`src/rtl/wb_timer_irq.sv`:
```
// Wishbone-slave compare timer: prescaled up-counter, compare register,
// sticky match flag and a level interrupt (MATCH & IRQ_EN).
module wb_timer_irq #(
    parameter int PRESC_W = 16,
    parameter int CNT_W   = 32
) (
    input  logic        wb_clk_i,
    input  logic        wb_rst_i,
    input  logic        wb_cyc_i,
    input  logic        wb_stb_i,
    input  logic        wb_we_i,
    input  logic [31:0] wb_adr_i,
    input  logic [31:0] wb_dat_i,
    input  logic [3:0]  wb_sel_i,
    output logic [31:0] wb_dat_o,
    output logic        wb_ack_o,
    output logic        wb_stall_o,
    output logic        wb_err_o,
    output logic        irq_o
);
    localparam logic [2:0] A_CTRL  = 3'd0;
    localparam logic [2:0] A_PRESC = 3'd1;
    localparam logic [2:0] A_CMP   = 3'd2;
    localparam logic [2:0] A_CNT   = 3'd3;
    localparam logic [2:0] A_STAT  = 3'd4;

    logic [2:0]         ctrl_q, ctrl_d;
    logic [PRESC_W-1:0] presc_q, presc_d;
    logic [PRESC_W-1:0] pc_q, pc_d;
    logic [CNT_W-1:0]   cmp_q, cmp_d;
    logic [CNT_W-1:0]   cnt_q, cnt_d;
    logic               match_q, match_d;
    logic               ack_q, ack_d;
    logic [31:0]        dat_q, dat_d;
    logic [31:0]        rdata, wr_val;
    logic [2:0]         reg_sel;
    logic               req, wr_en, tick;
    logic               unused_adr;

    function automatic logic [31:0] byte_merge(input logic [31:0] old_v,
                                               input logic [31:0] new_v,
                                               input logic [3:0]  be);
        logic [31:0] m;
        m = {{8{be[3]}}, {8{be[2]}}, {8{be[1]}}, {8{be[0]}}};
        return (old_v & ~m) | (new_v & m);
    endfunction

    assign reg_sel    = wb_adr_i[4:2];
    assign unused_adr = ^{wb_adr_i[31:5], wb_adr_i[1:0]};
    assign req        = wb_cyc_i & wb_stb_i & ~ack_q;
    assign wr_en      = req & wb_we_i;

    always_comb begin
        rdata = '0;
        case (reg_sel)
            A_CTRL:  rdata[2:0]         = ctrl_q;
            A_PRESC: rdata[PRESC_W-1:0] = presc_q;
            A_CMP:   rdata[CNT_W-1:0]   = cmp_q;
            A_CNT:   rdata[CNT_W-1:0]   = cnt_q;
            A_STAT:  rdata[0]           = match_q;
            default: rdata = '0;
        endcase
    end

    // Partial writes merge into the addressed register's current value.
    assign wr_val = byte_merge(rdata, wb_dat_i, wb_sel_i);

    always_comb begin
        ctrl_d  = ctrl_q;
        presc_d = presc_q;
        cmp_d   = cmp_q;
        cnt_d   = cnt_q;
        match_d = match_q;
        pc_d    = pc_q;
        tick    = 1'b0;
        ack_d   = req;
        dat_d   = req ? rdata : dat_q;

        if (!ctrl_q[0]) begin
            pc_d = '0;
        end else if (pc_q == presc_q) begin
            pc_d = '0;
            tick = 1'b1;
        end else begin
            pc_d = pc_q + PRESC_W'(1);
        end

        // W1C is applied before the tick so a same-edge match is not lost.
        if (wr_en && reg_sel == A_STAT && wb_sel_i[0] && wb_dat_i[0])
            match_d = 1'b0;

        if (tick) begin
            if (cnt_q == cmp_q) begin
                match_d = 1'b1;
                if (ctrl_q[1]) cnt_d = '0;
                else           ctrl_d[0] = 1'b0;
            end else begin
                cnt_d = cnt_q + CNT_W'(1);
            end
        end

        // Bus writes come last so they override the tick's CNT/EN updates.
        if (wr_en) begin
            case (reg_sel)
                A_CTRL: begin
                    ctrl_d = wr_val[2:0];
                    pc_d   = '0;
                end
                A_PRESC: begin
                    presc_d = wr_val[PRESC_W-1:0];
                    pc_d    = '0;
                end
                A_CMP:   cmp_d = wr_val[CNT_W-1:0];
                A_CNT:   cnt_d = wr_val[CNT_W-1:0];
                default: ;
            endcase
        end
    end

    always_ff @(posedge wb_clk_i) begin
        if (wb_rst_i) begin
            ctrl_q  <= '0;
            presc_q <= '0;
            pc_q    <= '0;
            cmp_q   <= '0;
            cnt_q   <= '0;
            match_q <= 1'b0;
            ack_q   <= 1'b0;
            dat_q   <= '0;
        end else begin
            ctrl_q  <= ctrl_d;
            presc_q <= presc_d;
            pc_q    <= pc_d;
            cmp_q   <= cmp_d;
            cnt_q   <= cnt_d;
            match_q <= match_d;
            ack_q   <= ack_d;
            dat_q   <= dat_d;
        end
    end

    assign wb_ack_o   = ack_q;
    assign wb_dat_o   = dat_q;
    assign wb_stall_o = 1'b0;
    assign wb_err_o   = 1'b0;
    assign irq_o      = match_q & ctrl_q[2];

endmodule

```
`config.mk`:
```
export PLATFORM = sky130hd
export DESIGN_NAME = wb_timer_irq
export DESIGN_NICKNAME = d
export VERILOG_FILES = /design/src/rtl/wb_timer_irq.sv
export SDC_FILE = /design/constraint.sdc
export NUM_CORES = 1
export LEC_CHECK = 0
export ABC_AREA = 1
export CAP_MARGIN = 40
export CORE_MARGIN = 4
export CORE_UTILIZATION = 60
export CTS_CLUSTER_SIZE = 30
export DETAILED_ROUTE_END_ITERATION = 6
export PLACE_DENSITY_LB_ADDON = 0.3
export SLEW_MARGIN = 20
export SYNTH_ARGS = -nofsm -noshare
export SYNTH_HDL_FRONTEND = slang
export SYNTH_SLANG_ARGS = --single-unit
```
`constraint.sdc`:
```
create_clock -name wb_clk_i -period 3.3 [get_ports wb_clk_i]
set_clock_uncertainty 0.2 [all_clocks]
set_input_delay 0.66 -clock wb_clk_i [delete_from_list [all_inputs] [get_ports wb_clk_i]]
set_output_delay 0.66 -clock wb_clk_i [all_outputs]
set_load 0.05 [all_outputs]
```
==> results of run 1 <==
-- final cells by class --
class | instances | area, sq um
Clock buffer | 18 | 429.2
Tap cell | 176 | 220.2
Inverter | 182 | 683.2
Timing Repair Buffer | 97 | 958.4
Multi-Input combinational cell | 958 | 4451
Sequential cell | 133 | 2663
Fill cell | 1134 | 3711
Clock inverter | 14 | 127.6
-- critical path: cells and delay by family (launching register included) --
family | cells | cell delay [ns]
and+or+nand+nor | 10 | 1.44
buffers and inverters | 2 | 0.43
AOI/OAI and AO/OA | 1 | 0.12
DFF | 1 | 0.41
-- sequential cells by signal, indices dropped and copies added (netlist names) --
signal	cells
cmp_q	32
cnt_q	32
ctrl_q	3
match_q	1
pc_q	16
presc_q	16
wb_ack_o	1
wb_dat_o	32
-- through the flow --
step / utilization, % / area (sq um)
after global placement: 67.77 / 8975
after detailed placement: 67.77 / 8975
after floorplan: - / 8127
after CTS: 71.98 / 9532
after global routing: 71.98 / 9532
final: 71.98 / 9532
-- cell families after synthesis --
family / count (synthesis) / share of synthesized area [%]
AO/OA/AOI/OAI: 216 / 14.29
XOR/XNOR: 18 / 1.941
adder cells (fa/ha/maj): 2 / 0.3080
buffers and inverters: 250 / 12.54
flip-flops: 133 / 32.78
multiplexers: 14 / 1.725
other: 1 / 0.04617
AND/OR/NAND/NOR: 706 / 36.37
-- cells in the mapped netlist, types with 2 or more instances --
cell type    n
a21oi_1     65
a22oi_1      3
a31oi_1      2
buf_1        7
buf_2       16
buf_4        5
buf_6        5
clkbuf_1    32
clkbuf_2     3
dfxtp_1    133
ha_1         2
inv_1      170
inv_2       11
mux2i_1     14
nand2_1    383
nand2_2      5
nand3_1     93
nand3_2      3
nand4_1     15
nor2_1     175
nor2_2       3
nor2_4       3
nor3_1      11
nor3_2       3
nor3b_1      3
nor4_1       2
o211ai_1     2
o21ai_0    110
o21ai_1      4
o221ai_1    11
o22ai_1     19
or2_2        2
xnor2_1      9
xor2_1       9
-- power groups by stage --
| stage | registers, mW | logic (mW) | clock network (mW) |
|---|---|---|---|
| 5_1_grt | 1.67 | 0.677 | 1.89 |
| 3_3_place_gp | 1.70 | 0.609 | 0 |
| 3_5_place_dp | 1.70 | 0.618 | 0 |
| 2_1_floorplan | 1.78 | 0.366 | 0 |
| 4_1_cts | 1.67 | 0.624 | 1.81 |
| 6_report | 1.67 | 0.633 | 1.80 |
-- worst min-delay path by stage --
stage / endpoint / slack, ns / cells past startpoint
2_1_floorplan: pc_q[15]$_SDFF_PP0_ / 0.23 / 1
3_3_place_gp: pc_q[15]$_SDFF_PP0_ / 0.25 / 1
3_5_place_dp: pc_q[15]$_SDFF_PP0_ / 0.25 / 1
4_1_cts: pc_q[15]$_SDFF_PP0_ / 0.26 / 1
5_1_grt: pc_q[15]$_SDFF_PP0_ / 0.31 / 1
6_report: pc_q[15]$_SDFF_PP0_ / 0.27 / 1
-- layer usage --
layer  up-vias  track usage [%]  wire length, microns
li1       4361                -                     -
met1      3842            36.68                  9366
met2       414            49.11                 11220
met3        88            6.003                  1817
met4         0            17.67                  1284
met5         -                0                     0
==> metrics.yaml, run 1 <==
placed_design:
  dp_cells: 1546
  hpwl_microns: 17220
  dp_slack_ns: 0.3405
  gp_congestion: 0.9387
  io_buffer_count: 77
sta:
  max_freq_ghz: 0.3718
  finalSetupTns_ns: 0
  finalSetupViolations: 0
  hold_viol: 0
  tightest_slew_ns: 0.6301
  layout_setup_ws_ns: 0.6107
  holdWs_ns: 0.2665
  rsz0062_at_grt: "no"
  min_period_ns: 2.689
  slew_headroom_pct: 57.85
  drv_slew: 0
  period_share_pct: 81.49
cts:
  cts_tree: "built"
  post_cts_buffers: 0
  clk_latency_ns: 0.43
  cts_resized: 0
  cts-root-buf: "clkbuf_16"
  cts.path.max_buffers: 2
  path_clk_slew_ns: 0.06
  htreeDepth: 4
  hold_buffers: 0
  tritoncts.num_buffers: 17
  clkSinkCount: 133
routing:
  wl_per_cell_microns: 15.01
  detail_route.first_pass.iterations: 5
  routed_wl_microns: 23690
  ant_nets: 0
  drt_iter0_markers: 866
  vias: 8705
  drc: 0
  vias_per_cell: 5.516
die:
  rows: 42
  die-width_microns: 124.4
  die_h_microns: 124.4
  core_sq_um: 13240
  initial_core_util_pct: 61.34
  ios: 109
  dieArea_sq_um: 15460
worst_setup_path:
  crit_top_cell: "nand2_1"
  cpPeakStageDelay_ns: 0.47
  path_cells: "inv_1 -> nand2_1 -> nand2_1 -> nor2_1 -> nand2_1 -> nor2_1 -> nand2_2 -> nor2_4 -> buf_4 -> nand3_1 -> nand2_1 -> nand2_1 -> a21oi_1"
  timing.rr.start: "pc_q[0]$_SDFF_PP0_"
  worstPathRequired_ns: 3.46
  rr_endpoint: "cnt_q[17]$_SDFF_PP0_"
  setup.worst_path.start: "pc_q[0]$_SDFF_PP0_"
  crit_type: "reg -> reg"
  r2r_cells: 13
  endpoint: "cnt_q[17]$_SDFF_PP0_"
  cp-end-kind: "register"
  cp_max_fo: 24
  critical_path_arrival_ns: 2.84
  cp_slowest_cell: "nor2_4"
  start_kind: "register"
  r2r_slack_ns: 0.61
grt:
  antenna_found_initial: 0
  grt_usage_pct: 30.07
  grt_pass1_vias: 7991
  grt_max_degree: 45
  grt_first_pass_wirelength_microns: 38630
  overflow: 0
synthesis:
  synth_top_area_share_pct: 32.78
  synth_area_sq_um: 8123
  ys_top_cells_by_area: "dfxtp_1, nand2_1, nor2_1, inv_1, o21ai_0"
  synth_warnings: 0
  netlist-cell-type-count: 41
  postSynth.asyncResetShare_pct: 0
  syn_avg_cell_area_sq_um: 6.062
  synth_cells: 1340
  synth-seq-cells: 133
  synth_seq_area_share_pct: 32.78
  yosys_most_used_dff: "dfxtp_1"
  synth_edf_count: 0
  synth_top_cell_by_area: "dfxtp_1"
power_and_ir_drop:
  finalPower_mw: 4.101
  combPwrFrac_pct: 15.4
  power-per-cell-area_nw_per_um2: 430.2
  p_clk_share_pct: 43.9
  leakagePower_nw: 4.243
  switching_share_pct: 29.63
  p_seq_share_pct: 40.6
  vdd_ir_drop_max_v: 0.0003875
  p_sw_mw: 1.215
  p_int_mw: 2.885
finish:
  drive_above_1_share_pct: 6.134
  diodes: 0
  layout_common_cells: "nand2_1, nor2_1, inv_1, dfxtp_1, o21ai_0"
  layoutNonFillerInstCount: 1578
  area_growth_pct: 17.34
  nNetsFinal: 1464
  mostFrequentLayoutCell: "nand2_1"
run_status:
  status: "finished clean"
run:
  max-cap-violations: 0
min_path:
  hold_path.class: "reg -> reg"
  worstHoldStart: "pc_q[15]$_SDFF_PP0_"
(Power assumes the default switching activity.)
==> run 2: changes to the inputs <==
Settings changed: CORE_UTILIZATION 60 to 51.
Clock period 3.3 ns to 2.3 ns, I/O delays scaled along.
==> metrics.yaml, run 2 (synthesis results as in run 1) <==
routing:
  highest_layer: "met4"
  detail_route.first_pass.iterations: 6
  drt_iter0_markers: 880
  drc: 0
  wl_met1_microns: 10640
  ant_nets: 0
  routed_wl_microns: 25930
  wl_met3_microns: 1755
  wl_per_cell_microns: 15.29
  vias_per_cell: 5.421
  dr_wl_met2_microns: 12600
  vias: 9194
worst_setup_path:
  cp_slowest_cell: "clkdlybuf4s50_1"
  crit_type: "reg -> out"
  worstPathRequired_ns: 1.64
  cp-end-kind: "output pin"
  timing.rr.start: "pc_q[8]$_SDFF_PP0_"
  start_kind: "register"
  path_cells: "clkdlybuf4s50_1"
  setup.worst_path.start: "wb_dat_o[2]$_SDFFE_PP0N_"
  cp_top_family: "buffers and inverters"
  path_buf_inv: 1
  cpPeakStageDelay_ns: 0.83
  cp_max_fo: 2
  critical_path_arrival_ns: 1.60
min_path:
  worstHoldStart: "pc_q[0]$_SDFF_PP0_"
  hold_path.class: "reg -> reg"
run_status:
  status: "finished clean"
power_and_ir_drop:
  power-per-cell-area_nw_per_um2: 581.7
  leakagePower_nw: 4.747
  vdd_ir_drop_max_v: 0.0005578
sta:
  period_share_pct: 98.30
  min_period_ns: 2.261
  tightest_slew_ns: 0.5401
  slew_headroom_pct: 63.88
  drv_slew: 0
  max_freq_ghz: 0.4423
  hold_viol: 0
  holdWs_ns: 0.2369
  finalSetupViolations: 0
cts:
  path_clk_slew_ns: 0.06
  clkSinkCount: 133
  clk_latency_ns: 0.43
  tritoncts.num_buffers: 17
  hold_buffers: 0
  cts-root-buf: "clkbuf_16"
  cts_tree: "built"
  htreeDepth: 4
  cts.path.max_buffers: 2
placed_design:
  hpwl_microns: 18550
  gp_congestion: 0.9542
  io_buffer_count: 77
die:
  die-width_microns: 134.2
  core_sq_um: 15430
  initial_core_util_pct: 52.65
  ios: 109
  dieArea_sq_um: 18010
  die_h_microns: 134.2
  rows: 45
finish:
  drive_above_1_share_pct: 12.39
  postLayoutCoreUtil_pct: 67.49
  mostFrequentLayoutCell: "nand2_1"
  layout_common_cells: "nand2_1, nor2_1, inv_1, dfxtp_1, o21ai_0"
  nNetsFinal: 1548
  fillers: 1356
  diodes: 0
  area_growth_pct: 28.19
grt:
  antenna_found_initial: 0
  grt_usage_pct: 27.79
  grt_max_degree: 49
  grt_pass1_vias: 8397
  grt_first_pass_wirelength_microns: 40660
  overflow: 0
run:
  max-cap-violations: 0
run 2: cell types whose count changed in the layout (fill, tap and decap cells not counted), sizes merged:
cell,change
buf,+82
clkbuf,+2
clkdlybuf4s50,-2
clkinvlp,-1
dlygate4sd2,+1
dlymetal6s2s,+1
run 2: path summary, 6_finish.rpt:
path / slack [ns] / endpoint / depth (start not counted)
worst min register to register: 0.24 / pc_q[0]$_SDFF_PP0_ / 1
worst max-delay path: 0.04 / wb_dat_o[2] / 1
worst max register to register: 0.11 / cnt_q[10]$_SDFF_PP0_ / 13
worst min-delay path: 0.24 / pc_q[0]$_SDFF_PP0_ / 1
run 2: cell type report:
| class | count | area [sq um] | share of cell area (%) |
|---|---|---|---|
| multi-input cells | 958 | 4472 | 42.95 |
| flip-flops and latches | 133 | 2676 | 25.70 |
| repair buffers | 181 | 1754 | 16.85 |
| inverters | 182 | 683.2 | 6.561 |
| clock buffers | 18 | 439.2 | 4.218 |
| well taps | 211 | 264.0 | 2.535 |
| clock inverters | 13 | 123.9 | 1.190 |
run 2: routing by layer:
metal,track usage (%),up-vias
li1,-,4517
met1,34.39,4213
met5,0,-
met4,11.43,0
met3,5.101,67
met2,47.63,397
run 2: repair_timing:
item | in CTS | in global routing
pin swaps | 0 | 3
gates cloned | 0 | 2
gates resized for setup | 1 | 18
setup endpoints to repair | 1 | 33
buffers inserted | 0 | 5
run 2: where the power goes:
group          leakage, nW  internal [mW]  total [mW]  switching (mW)
logic                 3.40          0.379        1.03           0.648
clock network        0.263           1.52        2.64            1.12
registers             1.08           2.35        2.39          0.0344
total                 4.75           4.26        6.06            1.80
run 2: through the flow:
stage               total power, mW   TNS, ns  instance area (sq um)  instances  setup slack, ns
CTS                           6.050         0                  10260       1689          0.02980
floorplan                     3.079         0                   8127       1341           0.3772
detailed placement            3.433    -8.490                   9697       1658          -0.1805
global route                  6.264  -0.03645                  10410       1696         -0.01827
finish                        6.057         0                  10410       1696          0.03920
global placement              3.416    -5.272                   9697       1658          -0.1351
